File: src/rtl/lut_k_frac_cfg_if.sv
// Configuration-chain port bundle for the K-input fracturable LUT element.
//
// Handshake: the chain has no backpressure. CONFin is accepted on a rising
// UserCLK edge exactly when MODE=1 and CONFvalid=1. CONFout is the shadow
// MSB. CONFdone is high for one cycle after a commit. CONFerr is sticky
// until the next good commit. cfg_state shows the control state
// (0 = IDLE, 1 = SHIFT) so that checkers can observe it.
interface lut_k_frac_cfg_if;
   logic MODE;
   logic CONFin;
   logic CONFvalid;
   logic CONFout;
   logic CONFdone;
   logic CONFerr;
   logic cfg_state;

   modport master (
      output MODE, CONFin, CONFvalid,
      input  CONFout, CONFdone, CONFerr, cfg_state
   );

   modport slave (
      input  MODE, CONFin, CONFvalid,
      output CONFout, CONFdone, CONFerr, cfg_state
   );
endinterface

File: src/rtl/lut_k_frac_cfg.sv
// K-input LUT logic element. It has a fracturable dual output, a registered
// output with CE and synchronous set/reset, and a double-buffered serial
// configuration chain. The shadow register shifts while MODE=1. It is
// committed to the active frame on MODE falling, but only if a full frame
// was shifted in.
module lut_k_frac_cfg #(
   parameter int LUT_SIZE = 4
) (
   input  logic                UserCLK,
   input  logic                RSTn,
   input  logic [LUT_SIZE-1:0] I,
   input  logic                Ci,
   output logic                Co,
   output logic                O,
   output logic                O2,
   input  logic                CE,
   input  logic                SR,
   lut_k_frac_cfg_if.slave     cfg
);
   localparam int TT       = 2**LUT_SIZE;
   localparam int N_CFG    = TT + 5;
   localparam int CW       = $clog2(N_CFG + 1);
   localparam int B_OUTREG = TT;
   localparam int B_CISEL  = TT + 1;
   localparam int B_FRAC   = TT + 2;
   localparam int B_CEUSE  = TT + 3;
   localparam int B_SRVAL  = TT + 4;
   localparam logic [CW-1:0] CNT_FULL = CW'(N_CFG);

   typedef enum logic {IDLE = 1'b0, SHIFT = 1'b1} state_t;

   state_t              state_q, state_d;
   logic [N_CFG-1:0]    sh, act;
   logic [TT-1:0]       tt;
   logic [CW-1:0]       cnt;
   logic                ff, done_q, err_q;
   logic                shift_en, commit, abort, fall, ff_upd;
   logic [LUT_SIZE-1:0] idx, idx_lo, idx_hi;
   logic                lut_o;

   assign tt = act[TT-1:0];

   // Control FSM next state plus the commit/abort/FF-update strobes.
   always_comb begin
      state_d  = IDLE;
      shift_en = cfg.MODE & cfg.CONFvalid;
      fall     = 1'b0;
      commit   = 1'b0;
      abort    = 1'b0;
      ff_upd   = 1'b0;
      if (cfg.MODE) state_d = SHIFT;
      case (state_q)
         IDLE:  ff_upd = ~cfg.MODE;
         SHIFT: begin
            if (!cfg.MODE) begin
               fall = 1'b1;
               if (cnt == CNT_FULL) commit = 1'b1;
               else                 abort  = 1'b1;
            end
         end
         default: ;
      endcase
   end

   // Control state register (registered copy of MODE).
   always_ff @(posedge UserCLK or negedge RSTn) begin
      if (!RSTn) state_q <= IDLE;
      else       state_q <= state_d;
   end

   // Shadow shift register. Over-long frames pass through to the next BEL.
   always_ff @(posedge UserCLK or negedge RSTn) begin
      if (!RSTn)         sh <= '0;
      else if (shift_en) sh <= {sh[N_CFG-2:0], cfg.CONFin};
   end

   // Bit counter. It saturates at a full frame and clears on every MODE fall.
   always_ff @(posedge UserCLK or negedge RSTn) begin
      if (!RSTn)                             cnt <= '0;
      else if (fall)                         cnt <= '0;
      else if (shift_en && cnt != CNT_FULL)  cnt <= cnt + 1'b1;
   end

   // Active frame. It is loaded atomically from the shadow on a good commit.
   always_ff @(posedge UserCLK or negedge RSTn) begin
      if (!RSTn)       act <= '0;
      else if (commit) act <= sh;
   end

   // Status flags: one-cycle done pulse and sticky short-frame error.
   always_ff @(posedge UserCLK or negedge RSTn) begin
      if (!RSTn) begin
         done_q <= 1'b0;
         err_q  <= 1'b0;
      end else begin
         done_q <= commit;
         if (commit)     err_q <= 1'b0;
         else if (abort) err_q <= 1'b1;
      end
   end

   // Output flip-flop. It is frozen during configuration and on the commit edge.
   always_ff @(posedge UserCLK or negedge RSTn) begin
      if (!RSTn) ff <= 1'b0;
      else if (ff_upd) begin
         if (SR)                         ff <= act[B_SRVAL];
         else if (!act[B_CEUSE] || CE)   ff <= lut_o;
      end
   end

   // LUT lookup. Fracture mode splits the table into two (K-1)-input halves.
   always_comb begin
      lut_o  = 1'b0;
      O2     = 1'b0;
      idx    = I;
      if (act[B_CISEL]) idx[0] = Ci;
      idx_lo = idx;
      idx_lo[LUT_SIZE-1] = 1'b0;
      idx_hi = idx;
      idx_hi[LUT_SIZE-1] = 1'b1;
      if (act[B_FRAC]) begin
         lut_o = tt[idx_lo];
         O2    = tt[idx_hi];
      end else begin
         lut_o = tt[idx];
      end
   end

   assign O             = act[B_OUTREG] ? ff : lut_o;
   assign Co            = (Ci & I[1]) | (Ci & I[2]) | (I[1] & I[2]);
   assign cfg.CONFout   = sh[N_CFG-1];
   assign cfg.CONFdone  = done_q;
   assign cfg.CONFerr   = err_q;
   assign cfg.cfg_state = logic'(state_q);
endmodule

File: src/flat_wrapper.sv
// flat-port wrapper written by rule: the top's interface ports become plain ports
module lut_k_frac_cfg_flat 
#(
   parameter int LUT_SIZE = 4
)
  (UserCLK, RSTn, I, Ci, Co, O, O2, CE, SR, cfg_MODE, cfg_CONFin, cfg_CONFvalid, cfg_CONFout, cfg_CONFdone, cfg_CONFerr, cfg_cfg_state);
  lut_k_frac_cfg_if cfg_i ();
  input  logic UserCLK;
  input  logic RSTn;
  input  logic [LUT_SIZE-1:0] I;
  input  logic Ci;
  output logic Co;
  output logic O;
  output logic O2;
  input  logic CE;
  input  logic SR;
  input wire logic [$bits(cfg_i.MODE)-1:0] cfg_MODE;
  input wire logic [$bits(cfg_i.CONFin)-1:0] cfg_CONFin;
  input wire logic [$bits(cfg_i.CONFvalid)-1:0] cfg_CONFvalid;
  output wire logic [$bits(cfg_i.CONFout)-1:0] cfg_CONFout;
  output wire logic [$bits(cfg_i.CONFdone)-1:0] cfg_CONFdone;
  output wire logic [$bits(cfg_i.CONFerr)-1:0] cfg_CONFerr;
  output wire logic [$bits(cfg_i.cfg_state)-1:0] cfg_cfg_state;
  assign cfg_i.MODE = cfg_MODE;
  assign cfg_i.CONFin = cfg_CONFin;
  assign cfg_i.CONFvalid = cfg_CONFvalid;
  assign cfg_CONFout = cfg_i.CONFout;
  assign cfg_CONFdone = cfg_i.CONFdone;
  assign cfg_CONFerr = cfg_i.CONFerr;
  assign cfg_cfg_state = cfg_i.cfg_state;
  lut_k_frac_cfg #(.LUT_SIZE(LUT_SIZE)) u_core (.UserCLK(UserCLK), .RSTn(RSTn), .I(I), .Ci(Ci), .Co(Co), .O(O), .O2(O2), .CE(CE), .SR(SR), .cfg(cfg_i));
endmodule
File: config.mk
export PLATFORM = sky130hd
export DESIGN_NAME = lut_k_frac_cfg_flat
export DESIGN_NICKNAME = d
export VERILOG_FILES = /design/src/rtl/lut_k_frac_cfg_if.sv /design/src/rtl/lut_k_frac_cfg.sv /design/src/flat_wrapper.sv
export SDC_FILE = /design/constraint.sdc
export NUM_CORES = 1
export LEC_CHECK = 0
export CELL_PAD_IN_SITES_DETAIL_PLACEMENT = 1
export CELL_PAD_IN_SITES_GLOBAL_PLACEMENT = 1
export CORE_UTILIZATION = 35
export CTS_CLUSTER_DIAMETER = 150
export DETAILED_ROUTE_END_ITERATION = 12
export PLACE_DENSITY = 0.63
export SLEW_MARGIN = 20
export SYNTH_ARGS = -nofsm -noshare
export SYNTH_HDL_FRONTEND = slang
export SYNTH_SLANG_ARGS = --single-unit
File: constraint.sdc
create_clock -name UserCLK -period 4.79 [get_ports UserCLK]
set_input_delay 0.7185 -clock UserCLK [delete_from_list [all_inputs] [get_ports UserCLK]]
set_output_delay 0.7185 -clock UserCLK [all_outputs]
set_load 0.01 [all_outputs]
==> results of run 1 <==
[registers in the layout (all words and copies together), names as in the netlist]
signal,flops
u_core.act,21
u_core.cfg.CONFdone,1
u_core.cfg.CONFerr,1
u_core.cfg.cfg_state,1
u_core.cnt,5
u_core.ff,1
u_core.sh,21
[layout make-up]
type                       instances  share of cell area, %
sequential                        51                   51.2
multi-input combinational         88                   33.8
timing repair buffer              19                   7.43
tap                               75                   3.76
clock buffer                       5                   2.76
clock inverter                     3                  0.753
inverter                           2                  0.301
[worst reg2reg max path, delay by kind of cell (launching register included)]
kind,cells,cell delay [ns]
flops,1,0.39
mux,3,1.25
compound gates,1,0.25
[per-layer routing]
layer	share of wire (%)	track usage (%)	vias up
met2	48	22.5	18
met3	3.8	3.98	6
met5	0	0	-
met4	1.2	4.29	0
li1	-	-	566
met1	47	17.4	637
[power groups by stage]
stage / registers [mW] / logic [mW] / clock network, mW
detailed placement: 0.557 / 0.110 / 0
global route: 0.558 / 0.120 / 0.269
CTS: 0.548 / 0.110 / 0.256
global placement: 0.550 / 0.102 / 0
floorplan: 0.535 / 0.0756 / 0
finish: 0.546 / 0.107 / 0.244
[cell usage in the layout (no fill, tap or decap), types with 3 or more instances in the layout]
| master | Yosys | layout |
|---|---|---|
| clkbuf_8 | 0 | 5 |
| clkdlybuf4s50_1 | 0 | 17 |
| dfrtp_1 | 51 | 51 |
| mux2_2 | 43 | 43 |
| mux2i_1 | 6 | 6 |
| mux4_2 | 3 | 3 |
| nand2b_1 | 4 | 4 |
| nand3_1 | 5 | 5 |
| nor2_1 | 5 | 5 |
| o21ai_0 | 5 | 5 |
[metrics by stage]
stage / cells / setup slack, ns / total power [mW]
6_report: 243 / 0.830 / 0.897
5_1_grt: 243 / 0.759 / 0.948
3_3_place_gp: 235 / 0.838 / 0.652
2_1_floorplan: 146 / 1.99 / 0.610
3_5_place_dp: 235 / 0.824 / 0.666
4_1_cts: 243 / 0.820 / 0.913
[kinds of logic (layout without fill, tap and decap cells)]
kind of cell / count (synthesis) / count (layout)
flops: 51 / 51
fa+ha+maj: 3 / 3
compound gates: 10 / 10
xor+xnor: 1 / 1
mux: 53 / 53
simple gates: 21 / 21
buf+inv: 7 / 29
[final timing paths]
path / to / slack (ns) / depth (start not counted)
min in group UserCLK: u_core.cfg.CONFerr / 0.51 / 2
min reg2reg: u_core.cfg.CONFerr / 0.51 / 2
max reg2reg: u_core.ff / 2.81 / 4
max: O / 0.83 / 5
min: u_core.cnt[2] / 0.44 / 1
max in group asynchronous: u_core.act[14] / 3.94 / 1
==> impl_metrics.tcl, run 1 <==
set metrics [dict create \
    cp_slowest_cell "clkdlybuf4s50_1" \
    clk_path_buf_depth 2 \
    post-route-util_pct 42.1 \
    ctsRootBufferMaster "clkbuf_8" \
    core-area_um2 5920 \
    n_fill_cell 613 \
    grt_usage_pct 13.8 \
    firstDrtPassIters 4 \
    syn_area_per_cell_um2 14.8 \
    power.internal_mw 0.665 \
    syn2layout_area_growth_pct 15.7 \
    power_switching_share_pct 25.9 \
    required_ns 4.07 \
    htree_num_levels 2 \
    cts_resized 0 \
    grt_max_degree 52 \
    synth_compound_area_share_pct 2.96 \
    slew_violations 0 \
    yosysTopAreaCell "dfrtp_1" \
    ant_nets 0 \
    netlist_top_cells_area "dfrtp_1 (59%), mux2_2 (22%), mux4_2 (3.1%), mux2i_1 (2.8%), ha_1 (1.2%)" \
    cts_hold_buf 0 \
    critical_path_class "in -> out" \
    clk_pin_slew_worst_paths_ns 0.09 \
    synth_cell_types 26 \
    cp-start-kind "input pin" \
    cp_max_fo 7 \
    detailed_place.area_um2 2400 \
    yosys_most_used_dff "dfrtp_1" \
    insertion_delay_ns 0.30 \
    fmax_mhz 253 \
    layout_min_cycle_time_ns 3.96 \
    synth.mux.area_fraction_pct 29.0 \
    seq_area_um2 1280 \
    arrival_ns 3.24 \
    path_cells "clkdlybuf4s50_1 -> mux4_2 -> mux4_2 -> mux2_2 -> clkdlybuf4s50_1" \
    numClockSinks 51 \
    hpwl_um 2730 \
    layout-drive-gt1-share_pct 34.5 \
    cellLeakagePower_nw 1.15 \
    crit_start "I[1]" \
    synth_fp_nets 160 \
    cp_top_family "multiplexers" \
    insertedDiodeCount 0 \
    p_switching_mw 0.232 \
    vias 1227 \
    ir_worst_vdd_v 0.000162 \
    synth_xor_area_share_pct 0.406 \
    place.gp.congestion 0.761 \
    endpoint_kind "output pin" \
    numPortBuffers 18 \
    post-synth-top-count-cell "dfrtp_1" \
    grt_pass1_wl_um 6710 \
    outcome "finished, final reports clean" \
    fin_worst_skew_ns 0.00877 \
    grt_setup_unrepaired "false" \
    synthTopCellsByCount "dfrtp_1 (51), mux2_2 (43), mux2i_1 (6)" \
    drt_iter0_drc 38 \
    setup_viol 0 \
    start_util_pct 36.4 \
    power.share.combinational_pct 11.9 \
    maxCapViolations 0 \
    fp.dieH_um 80.5 \
    routed_wl_um 3850 \
    die-width_um 80.5 \
    p_per_area_nw_per_um2 360 \
    synth_edf_count 0 \
    first_global_vias 1397 \
    synth_top_family_by_area "multiplexers" \
    maxSlewHeadroom_pct 32.4 \
    num_rows 28 \
    grt-ovfl-total 0 \
    cts_tree "done" \
    clkPwrFrac_pct 27.2 \
    synth_seq_area_share_pct 59.2 \
    ys_ff_latch 51 \
    max_stage_delay_ns 0.72 \
    finalHoldViolations 0 \
    yosys_warnings 0 \
    worst_slew_pin_slew_ns 1.01 \
    path_buf_inv 2 \
    synthesis.area_um2 2160 \
    r2r-start "u_core.act[17]" \
    nets 181 \
    synth.top_cell.area_share_pct 59.2 \
    dieArea_um2 6480 \
    tns_ns 0 \
    hold_slack_ns 0.437 \
    cts_made_buffers 5 \
    finalInstanceArea_um2 2490 \
    io_pins 19 \
    hp-class "in -> async" \
    routed_via_density 5.05 \
    period_share_pct 82.7 \
    post_drt_wl_per_cell_um 15.8 \
    synth-adder-area-share_pct 1.63 \
    synth_cells 146 \
    post_cts_buffers 0 \
    drc 0 \
    seq_power_share_pct 60.9 \
    multi_input_comb_area_um2 843 \
    async_reset_ff_share_pct 100 \
    antenna_found_initial 0 \
    synthSimpleGateAreaFrac_pct 5.11 \
]
No activity file was read; power rests on OpenSTA's default activity.
==> run 2: changes to the inputs <==
PLACE_DENSITY = 0.65   (was 0.63)
clock period = 3.55 ns   (was 4.79 ns; I/O delays follow)
==> impl_metrics.tcl, run 2 (synthesis results as in run 1) <==
set metrics [dict create \
    slew_violations 0 \
    tns_ns 0 \
    critical_path_class "in -> out" \
    p_per_area_nw_per_um2 505 \
    cp_max_fo 3 \
    cts_resized 0 \
    maxCapViolations 0 \
    endpoint_kind "output pin" \
    reg_top3 "u_core.act: 21 flops, u_core.sh: 21 flops, u_core.cnt: 5 flops" \
    start_util_pct 36.4 \
    insertedDiodeCount 0 \
    grt_setup_unrepaired "false" \
    ctsRootBufferMaster "clkbuf_8" \
    cts_hold_buf 0 \
    finalWorstSetupSlack_ns 0.159 \
    place.gp.congestion 0.737 \
    fp.dieH_um 80.5 \
    cp_top_family "multiplexers" \
    routed_wl_um 3920 \
    dieArea_um2 6480 \
    fin_worst_skew_ns 0.00691 \
    drc 0 \
    clk_path_buf_depth 2 \
    hp-class "in -> async" \
    globalRouteMet2Util_pct 24.2 \
    clk_pin_slew_worst_paths_ns 0.09 \
    post_drt_wl_per_cell_um 15.9 \
    final_cell_mix "dfrtp_1 (51), mux2_2 (43), clkdlybuf4s50_1 (17)" \
    firstDrtPassIters 3 \
    io_pins 19 \
    cp_slowest_cell "clkdlybuf4s50_1" \
    routed_via_density 5.00 \
    setup_viol 0 \
    cts_made_buffers 5 \
    cellLeakagePower_nw 1.18 \
    grt_usage_pct 14.2 \
    antenna_found_initial 0 \
    cts_tree "done" \
    grt-ovfl-total 0 \
    cp-start-kind "input pin" \
    layout-drive-gt1-share_pct 35.7 \
    num_rows 28 \
    vias 1230 \
    ant_nets 0 \
    grt_use_met1_pct 17.0 \
    path_buf_inv 2 \
    use_met3_pct 3.52 \
    first_global_vias 1414 \
    insertion_delay_ns 0.29 \
    grt_pass1_wl_um 6870 \
    numPortBuffers 18 \
    maxSlewHeadroom_pct 58.7 \
    path_cells "clkdlybuf4s50_1 -> mux4_2 -> mux4_2 -> mux2_2 -> clkdlybuf4s50_1" \
    worst_slew_pin_slew_ns 0.620 \
    finalHoldViolations 0 \
    hpwl_um 2860 \
    syn2layout_area_growth_pct 18.1 \
    fmax_mhz 295 \
    period_share_pct 95.5 \
    dpl_worst_slack_ns 0.140 \
    core-area_um2 5920 \
    nets 184 \
    grt_most_used_layer "met2" \
    post_cts_buffers 0 \
    grt_max_degree 52 \
    die-width_um 80.5 \
    arrival_ns 2.86 \
    final_common_cell "dfrtp_1" \
    outcome "finished, final reports clean" \
    max_stage_delay_ns 0.56 \
    numClockSinks 51 \
    htree_num_levels 2 \
    drt_iter0_drc 51 \
    required_ns 3.02 \
    ir_worst_vdd_v 0.000292 \
    layout_min_cycle_time_ns 3.39 \
]
## run 2: changes by cell type in the layout (fill, tap and decap cells not counted), sizes merged
cell | previous run | this run
buf | 2 | 5
clkinv | 2 | 1
bufinv | 0 | 1
clkbuf | 5 | 6
inv | 3 | 2
## run 2: final timing paths
path / startpoint / endpoint / slack [ns] / depth (start not counted)
worst max-delay path: I[1] / O / 0.16 / 5
worst min-delay path: RSTn / u_core.cnt[4] / 0.25 / 1
worst max register to register: u_core.act[17] / u_core.ff / 1.65 / 4
worst min register to register: u_core.cfg.CONFerr / u_core.cfg.CONFerr / 0.50 / 2
max in group asynchronous: RSTn / u_core.sh[4] / 2.89 / 1
min in group UserCLK: u_core.cfg.CONFerr / u_core.cfg.CONFerr / 0.50 / 2
## run 2: per-layer routing
layer,part of all wire (%),wire length [um],vias up
met5,0,0,-
met4,0.94,37,0
met3,2.6,102,4
met2,50,1980,14
met1,46,1800,642
li1,-,-,570
## run 2: final cells by class
class	count	area, um2
fill	608	3370
tap	75	93.8
inverter	2	7.51
multi-input combinational	88	843
clock inverter	2	35.0
clock buffer	6	82.6
sequential	51	1280
timing repair buffer	22	208
## run 2: stage by stage
step	utilization (%)	hold WS, ns	instance area, um2	total power, mW	std cells
6_report	43.0	0.250	2550	1.29	246
5_1_grt	43.0	0.279	2550	1.36	246
4_1_cts	43.0	0.471	2540	1.31	246
3_5_place_dp	41.0	0.493	2430	0.897	238
3_3_place_gp	41.0	0.483	2430	0.882	238
2_1_floorplan	-	0.237	2160	0.823	146
## run 2: power by group
| part | leakage (nW) | total (mW) | switching, mW | internal, mW |
|---|---|---|---|---|
| Sequential | 0.678 | 0.736 | 0.0675 | 0.669 |
| Combinational | 0.441 | 0.145 | 0.0538 | 0.0912 |
| Clock | 0.0612 | 0.404 | 0.176 | 0.228 |
| Total | 1.18 | 1.29 | 0.297 | 0.988 |
==> run 3: changes to the inputs <==
SETUP_SLACK_MARGIN = 0.1   (was default)
==> impl_metrics.tcl, run 3 (synthesis results as in run 1) <==
set metrics [dict create \
    setup_viol 0 \
    grt-ovfl-total 0 \
    cellLeakagePower_nw 1.19 \
    path_depth 6 \
    numPortBuffers 18 \
    cts_hold_buf 0 \
    endpoint_kind "output pin" \
    cp_slowest_cell "mux4_2" \
    grt_setup_unrepaired "false" \
    grt_usage_pct 14.2 \
    clkPwrFrac_pct 31.4 \
    cts_tree "done" \
    vias 1230 \
    die-width_um 80.5 \
    finalHoldViolations 0 \
    p_switching_mw 0.297 \
    place.gp.congestion 0.737 \
    detailed_place.area_um2 2430 \
    fin_worst_skew_ns 0.00691 \
    clk_path_buf_depth 2 \
    crit_start "Ci" \
    finalInstanceArea_um2 2550 \
    reg2reg_slack_ns 1.65 \
    nets 184 \
    ir_worst_vdd_v 0.000292 \
    grt_pass1_wl_um 6870 \
    firstDrtPassIters 3 \
    insertedDiodeCount 0 \
    power.share.combinational_pct 11.3 \
    maxSlewHeadroom_pct 58.7 \
    hpwl_um 2860 \
    antenna_found_initial 0 \
    ctsRootBufferMaster "clkbuf_8" \
    reg_top3 "u_core.act: 21 flops, u_core.sh: 21 flops, u_core.cnt: 5 flops" \
    max_stage_delay_ns 0.50 \
    worst_slew_pin_slew_ns 0.619 \
    layout_min_cycle_time_ns 3.35 \
    io_pins 19 \
    num_rows 28 \
    outcome "finished, final reports clean" \
    clk_pin_slew_worst_paths_ns 0.09 \
    core-area_um2 5920 \
    slew_violations 0 \
    critical_path_class "in -> out" \
    arrival_ns 2.82 \
    power.internal_mw 0.988 \
    dieArea_um2 6480 \
    final_cell_mix "dfrtp_1 (51), mux2_2 (43), clkdlybuf4s50_1 (16)" \
    cts_made_buffers 5 \
    final_common_cell "dfrtp_1" \
    fmax_mhz 298 \
    routed_via_density 5.00 \
    fp.dieH_um 80.5 \
    first_global_vias 1414 \
    drt_iter0_drc 52 \
    tns_ns 0 \
    cp_max_fo 3 \
    power_switching_share_pct 23.1 \
    numClockSinks 51 \
    path_cells "clkdlybuf4s50_1 -> mux2i_2 -> mux4_2 -> mux4_2 -> mux2_2 -> clkdlybuf4s50_1" \
    path_buf_inv 2 \
    htree_num_levels 2 \
    stdcell_count 246 \
    r2r-start "u_core.act[17]" \
    placed_cells 238 \
    period_share_pct 94.5 \
    syn2layout_area_growth_pct 18.2 \
    insertion_delay_ns 0.29 \
    total_power_mw 1.29 \
    cp_top_family "multiplexers" \
    hp-class "in -> async" \
    p_per_area_nw_per_um2 504 \
    post_drt_wl_per_cell_um 15.9 \
    ant_nets 0 \
    layout-drive-gt1-share_pct 35.7 \
    drc 0 \
    endpoint "O" \
    maxCapViolations 0 \
    grt_max_degree 52 \
    seq_power_share_pct 57.3 \
    r2r-end "u_core.ff" \
    start_util_pct 36.4 \
    rr_worst_depth 4 \
    cp-start-kind "input pin" \
    required_ns 3.02 \
    routed_wl_um 3920 \
]
run 3: worst min path at each step:
stage	start	endpoint	slack [ns]	cells past startpoint
floorplan	RSTn	u_core.act[0]	0.24	0
global placement	u_core.cfg.CONFerr	u_core.cfg.CONFerr	0.48	2
detailed placement	u_core.cfg.CONFerr	u_core.cfg.CONFerr	0.49	2
CTS	RSTn	u_core.cnt[2]	0.47	1
global route	RSTn	u_core.cnt[4]	0.28	1
finish	RSTn	u_core.cnt[4]	0.25	1
run 3: layer usage:
metal,GRT usage [%],vias up,wire [um]
li1,-,570,-
met1,17.0,642,1790
met2,24.2,14,1980
met3,3.52,4,112
met4,5.36,0,37
met5,0,-,0
run 3: final cells by class:
class	instances	area, um2
clock inverters	2	35.0
well taps	75	93.8
clock buffers	6	82.6
repair buffers	22	210
inverters	2	7.51
multi-input cells	88	843
flip-flops and latches	51	1280
fillers	607	3370
run 3: power by group through the flow:
stage	sequential (mW)	combinational [mW]	clock, mW
6_report	0.736	0.145	0.404
5_1_grt	0.751	0.163	0.443
4_1_cts	0.738	0.149	0.421
3_5_place_dp	0.749	0.148	0
3_3_place_gp	0.742	0.140	0
2_1_floorplan	0.721	0.102	0
run 3: stage by stage:
| stage | hold WS, ns | setup WS [ns] | utilization (%) |
|---|---|---|---|
| 2_1_floorplan | 0.237 | 1.12 | - |
| 3_3_place_gp | 0.483 | 0.149 | 41.0 |
| 3_5_place_dp | 0.493 | 0.140 | 41.0 |
| 4_1_cts | 0.471 | 0.137 | 43.0 |
| 5_1_grt | 0.279 | 0.120 | 43.0 |
| 6_report | 0.250 | 0.196 | 43.0 |
run 3: what timing repair did:
action	in CTS	in global routing
endpoints found under the setup margin	0	1
buffers inserted	0	0
hold endpoints to repair	0	0
gates resized for setup	0	1
